File: config.mk
export PLATFORM = sky130hd
export DESIGN_NAME = decoder_2_4_hold_v
export DESIGN_NICKNAME = d
export VERILOG_FILES = /design/src/rtl/dec_pkg.sv /design/src/rtl/hold_timer_v.sv /design/src/rtl/decoder_2_4_hold_v.sv
export SDC_FILE = /design/constraint.sdc
export NUM_CORES = 1
export LEC_CHECK = 0
export ABC_AREA = 1
export CAP_MARGIN = 15
export CORE_UTILIZATION = 54
export CTS_CLUSTER_DIAMETER = 120
export DETAILED_ROUTE_END_ITERATION = 10
export GPL_TIMING_DRIVEN = 0
export HOLD_SLACK_MARGIN = 0.12
export PLACE_DENSITY = 0.82
export REMOVE_ABC_BUFFERS = 1
export SLEW_MARGIN = 20
export SYNTH_ARGS = -nofsm -noshare
export SYNTH_HDL_FRONTEND = slang
export SYNTH_SLANG_ARGS = --single-unit
File: constraint.sdc
create_clock -name i_clk -period 2.05 [get_ports i_clk]
set_input_delay 0.205 -clock i_clk [delete_from_list [all_inputs] [get_ports i_clk]]
set_output_delay 0.205 -clock i_clk [all_outputs]
set_load 0.005 [all_outputs]
File: src/rtl/dec_pkg.sv
// Shared definitions for the 2-to-4 hold decoder: widths, state encoding,
// default hold length and the line decode/encode helpers.
package dec_pkg;

  localparam int unsigned CODE_W          = 2;
  localparam int unsigned LINE_W          = 4;
  localparam int unsigned DEF_HOLD_CYCLES = 4;

  typedef enum logic {
    ST_IDLE = 1'b0,
    ST_HOLD = 1'b1
  } state_e;

  // Code to one-hot line; line 0 corresponds to code 2'b00.
  function automatic logic [LINE_W-1:0] dec_line(input logic [CODE_W-1:0] code);
    return LINE_W'(1) << code;
  endfunction

  // Line back to code, line 0 has the highest priority.
  function automatic logic [CODE_W-1:0] enc_line(input logic [LINE_W-1:0] line);
    logic [CODE_W-1:0] code;
    code = '0;
    for (int i = LINE_W - 1; i >= 0; i--) begin
      if (line[i]) code = CODE_W'(i);
    end
    return code;
  endfunction

endpackage

File: src/rtl/hold_timer_v.sv
// Loadable down-counter that tells the decoder FSM when a hold has expired.
module hold_timer_v #(
  parameter int unsigned CNT_W = 8
) (
  input  logic             i_clk,
  input  logic             i_rst,
  input  logic             i_load,
  input  logic [CNT_W-1:0] i_load_val,
  input  logic             i_dec,
  output logic             o_zero
);

  logic [CNT_W-1:0] cnt_q;

  // Load has priority over decrement; the count never wraps below zero.
  always_ff @(posedge i_clk) begin
    if (i_rst) begin
      cnt_q <= '0;
    end else if (i_load) begin
      cnt_q <= i_load_val;
    end else if (i_dec && (cnt_q != '0)) begin
      cnt_q <= cnt_q - CNT_W'(1);
    end
  end

  assign o_zero = (cnt_q == '0);

endmodule

File: src/rtl/decoder_2_4_hold_v.sv
// Sequential 2-to-4 decoder: accepts a code over valid/ready, holds the
// one-hot line for HOLD_CYCLES cycles, then pulses o_done.
// Optional round-trip self-check enabled by macro DEC_ROUNDTRIP_CHECK_EN.
module decoder_2_4_hold_v
  import dec_pkg::*;
#(
  parameter int unsigned HOLD_CYCLES = DEF_HOLD_CYCLES,
  parameter int unsigned CNT_W       = 8
) (
  input  logic              i_clk,
  input  logic              i_rst,
  input  logic              i_valid,
  input  logic [CODE_W-1:0] i_code,
  output logic              o_ready,
  output logic [LINE_W-1:0] o_line,
  output logic              o_active,
  output logic              o_done,
  output logic              o_err
);

  localparam logic [CNT_W-1:0] LOAD_VAL = CNT_W'(HOLD_CYCLES - 1);

  state_e            state_q, state_d;
  logic [CODE_W-1:0] code_q, code_d;
  logic [LINE_W-1:0] line_d;
  logic              ready_d, active_d, done_d;
  logic              tmr_load, tmr_dec, tmr_zero;

  hold_timer_v #(
    .CNT_W(CNT_W)
  ) u_timer (
    .i_clk      (i_clk),
    .i_rst      (i_rst),
    .i_load     (tmr_load),
    .i_load_val (LOAD_VAL),
    .i_dec      (tmr_dec),
    .o_zero     (tmr_zero)
  );

  // State and registered outputs; reset drops the line without a done pulse.
  always_ff @(posedge i_clk) begin
    if (i_rst) begin
      state_q  <= ST_IDLE;
      code_q   <= '0;
      o_line   <= '0;
      o_ready  <= 1'b1;
      o_active <= 1'b0;
      o_done   <= 1'b0;
    end else begin
      state_q  <= state_d;
      code_q   <= code_d;
      o_line   <= line_d;
      o_ready  <= ready_d;
      o_active <= active_d;
      o_done   <= done_d;
    end
  end

  // Next state and next output values.
  always_comb begin
    state_d  = state_q;
    code_d   = code_q;
    line_d   = o_line;
    ready_d  = o_ready;
    active_d = o_active;
    done_d   = 1'b0;
    tmr_load = 1'b0;
    tmr_dec  = 1'b0;
    case (state_q)
      ST_IDLE: begin
        line_d   = '0;
        active_d = 1'b0;
        ready_d  = 1'b1;
        if (i_valid && o_ready) begin
          code_d   = i_code;
          line_d   = dec_line(i_code);
          active_d = 1'b1;
          ready_d  = 1'b0;
          tmr_load = 1'b1;
          state_d  = ST_HOLD;
        end
      end
      ST_HOLD: begin
        line_d   = dec_line(code_q);
        active_d = 1'b1;
        ready_d  = 1'b0;
        if (!tmr_zero) begin
          tmr_dec = 1'b1;
        end else begin
          line_d   = '0;
          active_d = 1'b0;
          ready_d  = 1'b1;
          done_d   = 1'b1;
          state_d  = ST_IDLE;
        end
      end
      default: begin
        state_d = ST_IDLE;
      end
    endcase
  end

`ifdef DEC_ROUNDTRIP_CHECK_EN
  logic line_onehot;
  logic line_bad;

  assign line_onehot = (o_line != '0) && ((o_line & (o_line - LINE_W'(1))) == '0);
  assign line_bad    = o_active && (!line_onehot || (enc_line(o_line) != code_q));

  // Sticky error whenever the held line fails to re-encode to the latched code.
  always_ff @(posedge i_clk) begin
    if (i_rst) begin
      o_err <= 1'b0;
    end else if (line_bad) begin
      o_err <= 1'b1;
    end
  end
`else
  assign o_err = 1'b0;
`endif

endmodule

# Word-level counts from Yosys, hierarchy flattened
# Cells that the tools add are included.
word_totals:
  word_cells: 32
  out_inout_bits: 8
  in_bits: 5
  ff_bits: 17
classes:
  shifts: 2
  n_reduce_logical: 8
  add_sub_neg: 1
  mux: 13
  n_bitwise: 1
ops:
  columns: ["op", "count"]
  rows:
  - ["$logic_not 8->1", 1]
  - ["$mux 4", 2]
  - ["$pmux 4 s2", 1]
  - ["$reduce_bool 8->1", 1]
  - ["$shl 1x2->4 const A", 2]
  - ["$sub 8x1->8 const B", 1]
  - ["$mux 1", 6]
  - ["$mux 2", 2]
  - ["$pmux 1 s2", 2]
  - ["$reduce_or 2->1", 2]
  - ["$logic_and 1x1->1", 2]
  - ["$reduce_and 2->1", 1]
  - ["$reduce_bool 2->1", 1]
  - ["$not 1->1", 1]

# Logic depth before layout (Yosys ltp)
# Gate-level depths: netlist (run 1).
logic_depth:
  depth_word: 6
  depth_mapped: 9
  mapped_depth_nobuf: 8

# By module
# Synthesis (run 1) repeated with hierarchy kept, for this count alone.
hier_totals:
  cells_unflattened: 154
  hier_area_um2: 960.9
by_module_without_submodules:
  columns: ["mod", "seq_area_each_um2", "area_per_inst_um2", "cells_each", "n_inst"]
  rows:
  - ["hold_timer_v", 160.2, 600.6, 104, 1]
  - ["decoder_2_4_hold_v", 180.2, 360.3, 50, 1]

# Worst setup path before layout (run 1)
# Ideal clock, no wire load.
synth_path:
  path_type: "reg2reg"
  from: "reg u_timer.cnt_q[0]"
  to: "reg u_timer.cnt_q[1]"
  required_time_ns: 1.934
  path_buffers: 1
  setup_slack_ns: 0.791
  t_arrival_ns: 1.143
  period_less_slack_ns: 1.259
  setup_time_ns: 0.116
  path_stages_with_launch: 10
  cell_sequence: "dfxtp_1 -> inv_1 -> ha_1 -> nand2_1 -> nor2_4 -> nor2_4 -> buf_6 -> nand3_2 -> nand2_2 -> nor2_2"
synth_between:
  elab_chain_cells: 5
  elab_cells_between_ends: 9
  classes_between: "1 x add/sub; 4 x mux; 4 x reduce/logical"
synth_rtl:
  columns: ["item", "line_no", "rtl"]
  rows:
  - ["start, declared", "hold_timer_v.sv:13", "logic [CNT_W-1:0] cnt_q;"]
  - ["start signal, assigned", "hold_timer_v.sv:20", "cnt_q <= i_load_val;"]
  - ["start signal, assigned", "hold_timer_v.sv:22", "cnt_q <= cnt_q - CNT_W'(1);"]
  - ["parallel branches: the longest is 5 deep, another holds $sub 8x1->8", null, null]
# Parallel ways; which one is timed is not known. The select of a mux whose other input is x is not followed.
# A chain may end at the register's enable or synchronous reset.

# Worst setup path after layout (run 1)
layout_path:
  from: "reg u_timer.cnt_q[0]"
  to: "reg u_timer.cnt_q[0]"
# Same word-level chain as after synthesis.

==> impl_metrics.tcl, run 1 <==
set metrics [dict create \
    synthesis.area_um2 830 \
    synthMuxAreaShare_pct 0 \
    synth-xor-area-share_pct 1.06 \
    synthCells 114 \
    p_leak_nw 0.398 \
    grt_use_total_pct 26.5 \
    tritoncts.num_buffers 3 \
    status "finished clean" \
    fmax_ghz 0.670 \
    initial_utilization_pct 60.7 \
    grt_max_degree 13 \
    ys_top_cells_by_area "dfxtp_1 41%, nand2_1 12%, inv_1 6.3%, a21oi_1 5.4%, nand3_1 5.4%" \
    sw_frac_of_total_pct 36.7 \
    p_seq_share_pct 44.3 \
    final_nets 135 \
    synth_warnings 0 \
    start_kind "flip-flop" \
    pwr-share-comb_pct 34.7 \
    crit_slowest_cell "dfxtp_1" \
    netlist-cell-type-count 22 \
    cts_setup_buffers 0 \
    grt_pass1_vias 653 \
    insertedDiodeCount 0 \
    synth_top_area_share_pct 41.0 \
    worst_setup_path_end_kind "flip-flop" \
    cp.arrival_ns 1.69 \
    total_power_mw 0.893 \
    drv_cap 0 \
    dp_hpwl_um 1190 \
    die_w_um 41.2 \
    rows 13 \
    holdBufCountCts 0 \
    worstPathMaxFanout 12 \
    power.internal_mw 0.565 \
    grt_overflow 0 \
    max-vdd-ir-drop_mv 0.736 \
    crit_required_ns 2.24 \
    hold_viol 0 \
    cts_sinks 17 \
    fin_worst_skew_ns 0.00127 \
    met2_usage_pct 39.8 \
    avgSynthCellArea_um2 7.28 \
    cp_num_buf_inv 2 \
    rsz0062_at_grt "false" \
    yosysTopAreaCell "dfxtp_1" \
    clock_path_buffers 2 \
    grt.met1_usage_pct 31.6 \
    drt_first_pass_iters 4 \
    ys_ff_latch 17 \
    grt.busiest_layer "met2" \
    synth-compound-area-share_pct 12.7 \
    die_h_um 41.2 \
    cpPeakStageDelay_ns 0.36 \
    wirelength_um 1650 \
    remaining_drc_errors 0 \
    setup_viol 0 \
    powerDensity_nw_per_um2 924 \
    gp_congestion 0.862 \
    htreeDepth 1 \
    clk_latency_ns 0.30 \
    slew_violations 0 \
    tritoncts "yes" \
    synthSimpleGateAreaFrac_pct 32.7 \
    p_switching_mw 0.328 \
    pin_count 13 \
    hp-class "flip-flop to flip-flop" \
    core_um2 1370 \
    cp_cell_sequence "inv_1 > ha_1 > nand2_1 > nor2_4 > nor2_4 > inv_2 > nand2_1 > a21oi_1" \
    clk_pin_slew_worst_paths_ns 0.10 \
    r2r_slack_ns 0.56 \
    p_clk_share_pct 20.9 \
    vias 779 \
    min_period_ns 1.49 \
    layout-drive-gt1-share_pct 11.0 \
    dp_worst_setup_slack_ns 0.572 \
    cts_resized 0 \
    min_period_over_period_pct 72.8 \
    fp.dieArea_um2 1700 \
    critical_path_class "flip-flop to flip-flop" \
    post_drt_wl_per_cell_um 11.6 \
    synth_fa_ha_area_share_pct 3.02 \
    tns_ns 0 \
    drt-initial-drc-count 33 \
    fillCellCount 112 \
    use_met3_pct 8.70 \
    antenna_found_initial 0 \
    grt_pass1_wl_um 2730 \
    areaGrowthSynthToFinish_pct 16.4 \
    ant_nets 0 \
    port_buffers 11 \
    synth_top_family_by_area "simple AND/OR/NAND/NOR gates" \
    ys_seq_area_share_pct 41.0 \
    cts-root-buf "clkbuf_4" \
    fin_ws_ns 0.558 \
    crit_family "simple AND/OR/NAND/NOR gates" \
    routed_via_density 5.49 \
]
==> cell families (layout without fill, tap and decap cells) <==
family | Yosys count | in the layout
fa+ha+maj | 2 | 2
other cells | 1 | 1
flops | 17 | 17
compound gates | 19 | 19
simple gates | 57 | 57
buf+inv | 17 | 30
xor+xnor | 1 | 1
==> state kept, by name, summed over array words and instances, names as in the netlist <==
register / flops
state_q: 1
u_timer.cnt_q: 8
o_done: 1
code_q: 2
o_ready: 1
o_line: 4
==> area by class of cell <==
cell class	count	area (um^2)	area share, %
clock buffer	4	26.3	2.72
sequential	17	340	35.2
timing repair buffer	11	110	11.4
multi-input combinational	80	414	42.9
tap	15	18.8	1.94
inverter	15	56.3	5.83
==> per-stage QoR <==
stage	instance area [um^2]	instances	util [%]	hold slack, ns
2_1_floorplan	811	112	-	0.274
6_report	966	142	70.7	0.514
4_1_cts	966	142	70.7	0.512
5_1_grt	966	142	70.7	0.539
3_5_place_dp	940	138	68.8	0.490
3_3_place_gp	940	138	68.8	0.471
==> cell usage after synthesis (all sizes together) <==
master / number
xnor2: 1
nor4: 1
ha: 2
inv: 15
o21ai: 8
dfxtp: 17
nand2: 28
conb: 1
a21boi: 1
nand4: 4
nor2: 14
nand3: 10
buf: 2
a21oi: 10
==> layout by cell type, fill, tap and decap left out <==
cell / instances
a21boi_0: 1
a21oi_1: 9
a21oi_2: 1
clkbuf_1: 1
clkbuf_4: 3
clkdlybuf4s50_1: 11
conb_1: 1
dfxtp_1: 17
ha_1: 2
inv_1: 14
inv_2: 1
nand2_1: 26
nand2_2: 2
nand3_1: 9
nand3_2: 1
nand4_1: 4
nor2_1: 9
nor2_2: 3
nor2_4: 2
nor4_1: 1
o21ai_0: 7
o21ai_2: 1
xnor2_1: 1
==> tightest hold or removal path, cell delays in order, from the launching register on <==
cell and delay, ns:
dfxtp_1 0.33, nand2_1 0.07, a21oi_1 0.06
==> metal layers <==
metal	share of wire, %	up-vias
met1	44	350
met3	4.9	5
li1	-	396
met4	2.2	0
met2	49	28
met5	0	-
==> power groups by stage <==
stage,clock (mW),combinational [mW],sequential (mW)
4_1_cts,0.190,0.310,0.396
5_1_grt,0.204,0.351,0.401
3_3_place_gp,0,0.298,0.401
2_1_floorplan,0,0.230,0.398
6_report,0.187,0.310,0.396
3_5_place_dp,0,0.308,0.403
==> path summary, 6_finish.rpt <==
check | start | end | depth (start not counted)
max | u_timer.cnt_q[0]$_SDFFE_PP0P_ | u_timer.cnt_q[0]$_SDFFE_PP0P_ | 8
min | u_timer.cnt_q[0]$_SDFFE_PP0P_ | u_timer.cnt_q[0]$_SDFFE_PP0P_ | 2
max reg2reg | u_timer.cnt_q[0]$_SDFFE_PP0P_ | u_timer.cnt_q[0]$_SDFFE_PP0P_ | 8
min reg2reg | u_timer.cnt_q[0]$_SDFFE_PP0P_ | u_timer.cnt_q[0]$_SDFFE_PP0P_ | 2
No activity file was read; power rests on OpenSTA's default activity.
==> inputs of run 2 (changes only) <==
--- a/config.mk
+++ b/config.mk
@@ -7,12 +7,12 @@
 export LEC_CHECK = 0
 export ABC_AREA = 1
 export CAP_MARGIN = 15
-export CORE_UTILIZATION = 54
+export CORE_UTILIZATION = 51
 export CTS_CLUSTER_DIAMETER = 120
 export DETAILED_ROUTE_END_ITERATION = 10
 export GPL_TIMING_DRIVEN = 0
 export HOLD_SLACK_MARGIN = 0.12
-export PLACE_DENSITY = 0.82
+export PLACE_DENSITY = 0.78
 export REMOVE_ABC_BUFFERS = 1
 export SLEW_MARGIN = 20
 export SYNTH_ARGS = -nofsm -noshare
==> constraint.sdc (replaced) <==
create_clock -name i_clk -period 1.4 [get_ports i_clk]
set_input_delay 0.14 -clock i_clk [delete_from_list [all_inputs] [get_ports i_clk]]
set_output_delay 0.14 -clock i_clk [all_outputs]
set_load 0.005 [all_outputs]
==> impl_metrics.tcl, run 2 (synthesis gave the netlist of run 1 again) <==
set metrics [dict create \
    crit_required_ns 1.63 \
    cp.arrival_ns 1.58 \
    cpMostUsedCell "nor2_4" \
    wirelength_um 1810 \
    largest_reg_flops 8 \
    total_power_mw 1.43 \
    layout_commonest_cell "nand2_1" \
    p_leak_nw 0.439 \
    die_w_um 42.3 \
    cts_sinks 17 \
    r2r_slack_ns 0.05 \
    seq_area_um2 345 \
    timing.rr.end "u_timer.cnt_q[5]$_SDFFE_PP0P_" \
    powerDensity_nw_per_um2 1340 \
    rows 14 \
    final_nets 141 \
    initial_utilization_pct 55.1 \
    pwr-share-comb_pct 40.5 \
    clk_pin_slew_worst_paths_ns 0.10 \
    p_seq_share_pct 41.1 \
    cpPeakStageDelay_ns 0.37 \
    cp_cell_sequence "inv_4 > ha_4 > nand2_4 > nor2_4 > nor2_4 > buf_6 > nand2_1 > a21oi_1" \
    slew_violations 0 \
    grt.met1_usage_pct 24.0 \
    min_period_ns 1.35 \
    fin_ws_ns 0.0471 \
    holdWs_ns 0.496 \
    status "finished clean" \
    hold_viol 0 \
    clock_path_buffers 2 \
    power.internal_mw 0.910 \
    die_h_um 42.3 \
    drt_first_pass_iters 4 \
    reg2reg_depth 8 \
    top_regs "u_timer.cnt_q (8), o_line (4), code_q (2)" \
    fin_worst_skew_ns 0.00811 \
    drv_cap 0 \
    setup_viol 0 \
    htreeDepth 1 \
    grt_overflow 0 \
    min_to "o_line[3]$_SDFF_PP0_" \
    grt_pass1_wl_um 2870 \
    grt_use_total_pct 21.1 \
    dp_hpwl_um 1200 \
    clk_latency_ns 0.30 \
    grt_max_degree 11 \
    holdBufCountCts 0 \
    multi_input_area_um2 442 \
    hold_path_depth 3 \
    pin_count 13 \
    post_drt_wl_per_cell_um 12.1 \
    critical_path_class "flip-flop to flip-flop" \
    hp-start "i_code[1]" \
    sw_frac_of_total_pct 36.4 \
    antenna_found_initial 0 \
    areaGrowthSynthToFinish_pct 28.5 \
    fmax_ghz 0.739 \
    vias 816 \
    start_kind "flip-flop" \
    gp_congestion 0.868 \
    hp-class "input port to flip-flop" \
    grt.busiest_layer "met2" \
    ant_nets 0 \
    met2_usage_pct 36.0 \
    remaining_drc_errors 0 \
    routed_via_density 5.48 \
    p_switching_mw 0.521 \
    port_buffers 11 \
    min_period_over_period_pct 96.6 \
    layout-drive-gt1-share_pct 23.3 \
    tritoncts.num_buffers 3 \
    worstPathMaxFanout 7 \
    cts-root-buf "clkbuf_4" \
    dp_worst_setup_slack_ns -0.115 \
    p_clk_share_pct 18.4 \
    use_met3_pct 4.74 \
    tritoncts "yes" \
    drt-initial-drc-count 21 \
    reg2reg_from "u_timer.cnt_q[0]$_SDFFE_PP0P_" \
    core_um2 1510 \
    max-vdd-ir-drop_mv 0.930 \
    grt_pass1_vias 716 \
    fp.dieArea_um2 1790 \
    fillCellCount 128 \
    tns_ns 0 \
    top_register "u_timer.cnt_q" \
    crit_slowest_cell "dfxtp_2" \
    insertedDiodeCount 0 \
    worst_setup_path_end_kind "flip-flop" \
    mostFrequentLayoutCells "25 x nand2_1, 13 x dfxtp_1, 12 x inv_1" \
]
==> run 2: cell types whose count changed in the layout (fill, tap and decap cells not counted), moves of 2 or more <==
cell     delta
a21oi_1     -2
a21oi_2     +2
buf_4       +2
buf_6       +4
dfxtp_1     -4
dfxtp_2     +4
inv_1       -2
inv_4       +2
==> run 2: repair_timing <==
action	in CTS	in global routing
setup endpoints to repair	12	12
setup buffers	4	2
resized for setup	3	16
pin swaps	1	2
==> run 2: layout make-up <==
cell class	instances	share of cell area [%]
timing repair buffer	17	16.0
sequential	17	32.4
inverter	15	5.75
tap	16	1.88
multi-input combinational	80	41.4
clock inverter	1	0.469
clock buffer	3	2.11
==> run 2: critical path, delay by kind of cell (launching register included) <==
| kind | cells | cell delay, ns |
|---|---|---|
| fa+ha+maj | 1 | 0.16 |
| buf+inv | 2 | 0.21 |
| simple gates | 4 | 0.40 |
| compound gates | 1 | 0.15 |
| flops | 1 | 0.37 |
==> run 2: per-stage QoR <==
stage	std cells	util (%)	area, um^2
2_1_floorplan	112	-	811
3_3_place_gp	139	62.5	941
3_5_place_dp	139	62.5	941
4_1_cts	147	66.8	1010
5_1_grt	149	70.8	1070
6_report	149	70.8	1070
==> run 2: worst max path at each step <==
stage | startpoint | endpoint
after floorplan | u_timer.cnt_q[0]$_SDFFE_PP0P_ | u_timer.cnt_q[3]$_SDFFE_PP0P_
after global placement | u_timer.cnt_q[0]$_SDFFE_PP0P_ | u_timer.cnt_q[3]$_SDFFE_PP0P_
after detailed placement | u_timer.cnt_q[0]$_SDFFE_PP0P_ | u_timer.cnt_q[0]$_SDFFE_PP0P_
after CTS | u_timer.cnt_q[0]$_SDFFE_PP0P_ | o_line[0]$_SDFF_PP0_
after global routing | u_timer.cnt_q[4]$_SDFFE_PP0P_ | u_timer.cnt_q[5]$_SDFFE_PP0P_
final | u_timer.cnt_q[0]$_SDFFE_PP0P_ | u_timer.cnt_q[5]$_SDFFE_PP0P_
==> run 2: power by group through the flow <==
stage	sequential, mW	clock (mW)	combinational (mW)
6_report	0.589	0.263	0.580
5_1_grt	0.595	0.282	0.640
4_1_cts	0.581	0.263	0.493
3_5_place_dp	0.591	0	0.447
3_3_place_gp	0.588	0	0.435
2_1_floorplan	0.583	0	0.336
==> run 2: per-layer routing <==
metal	wire length [um]	share of wire [%]	up-vias
met5	0	0	-
met1	752	42	380
met4	39	2.2	0
li1	-	-	409
met2	948	52	20
met3	70	3.9	7
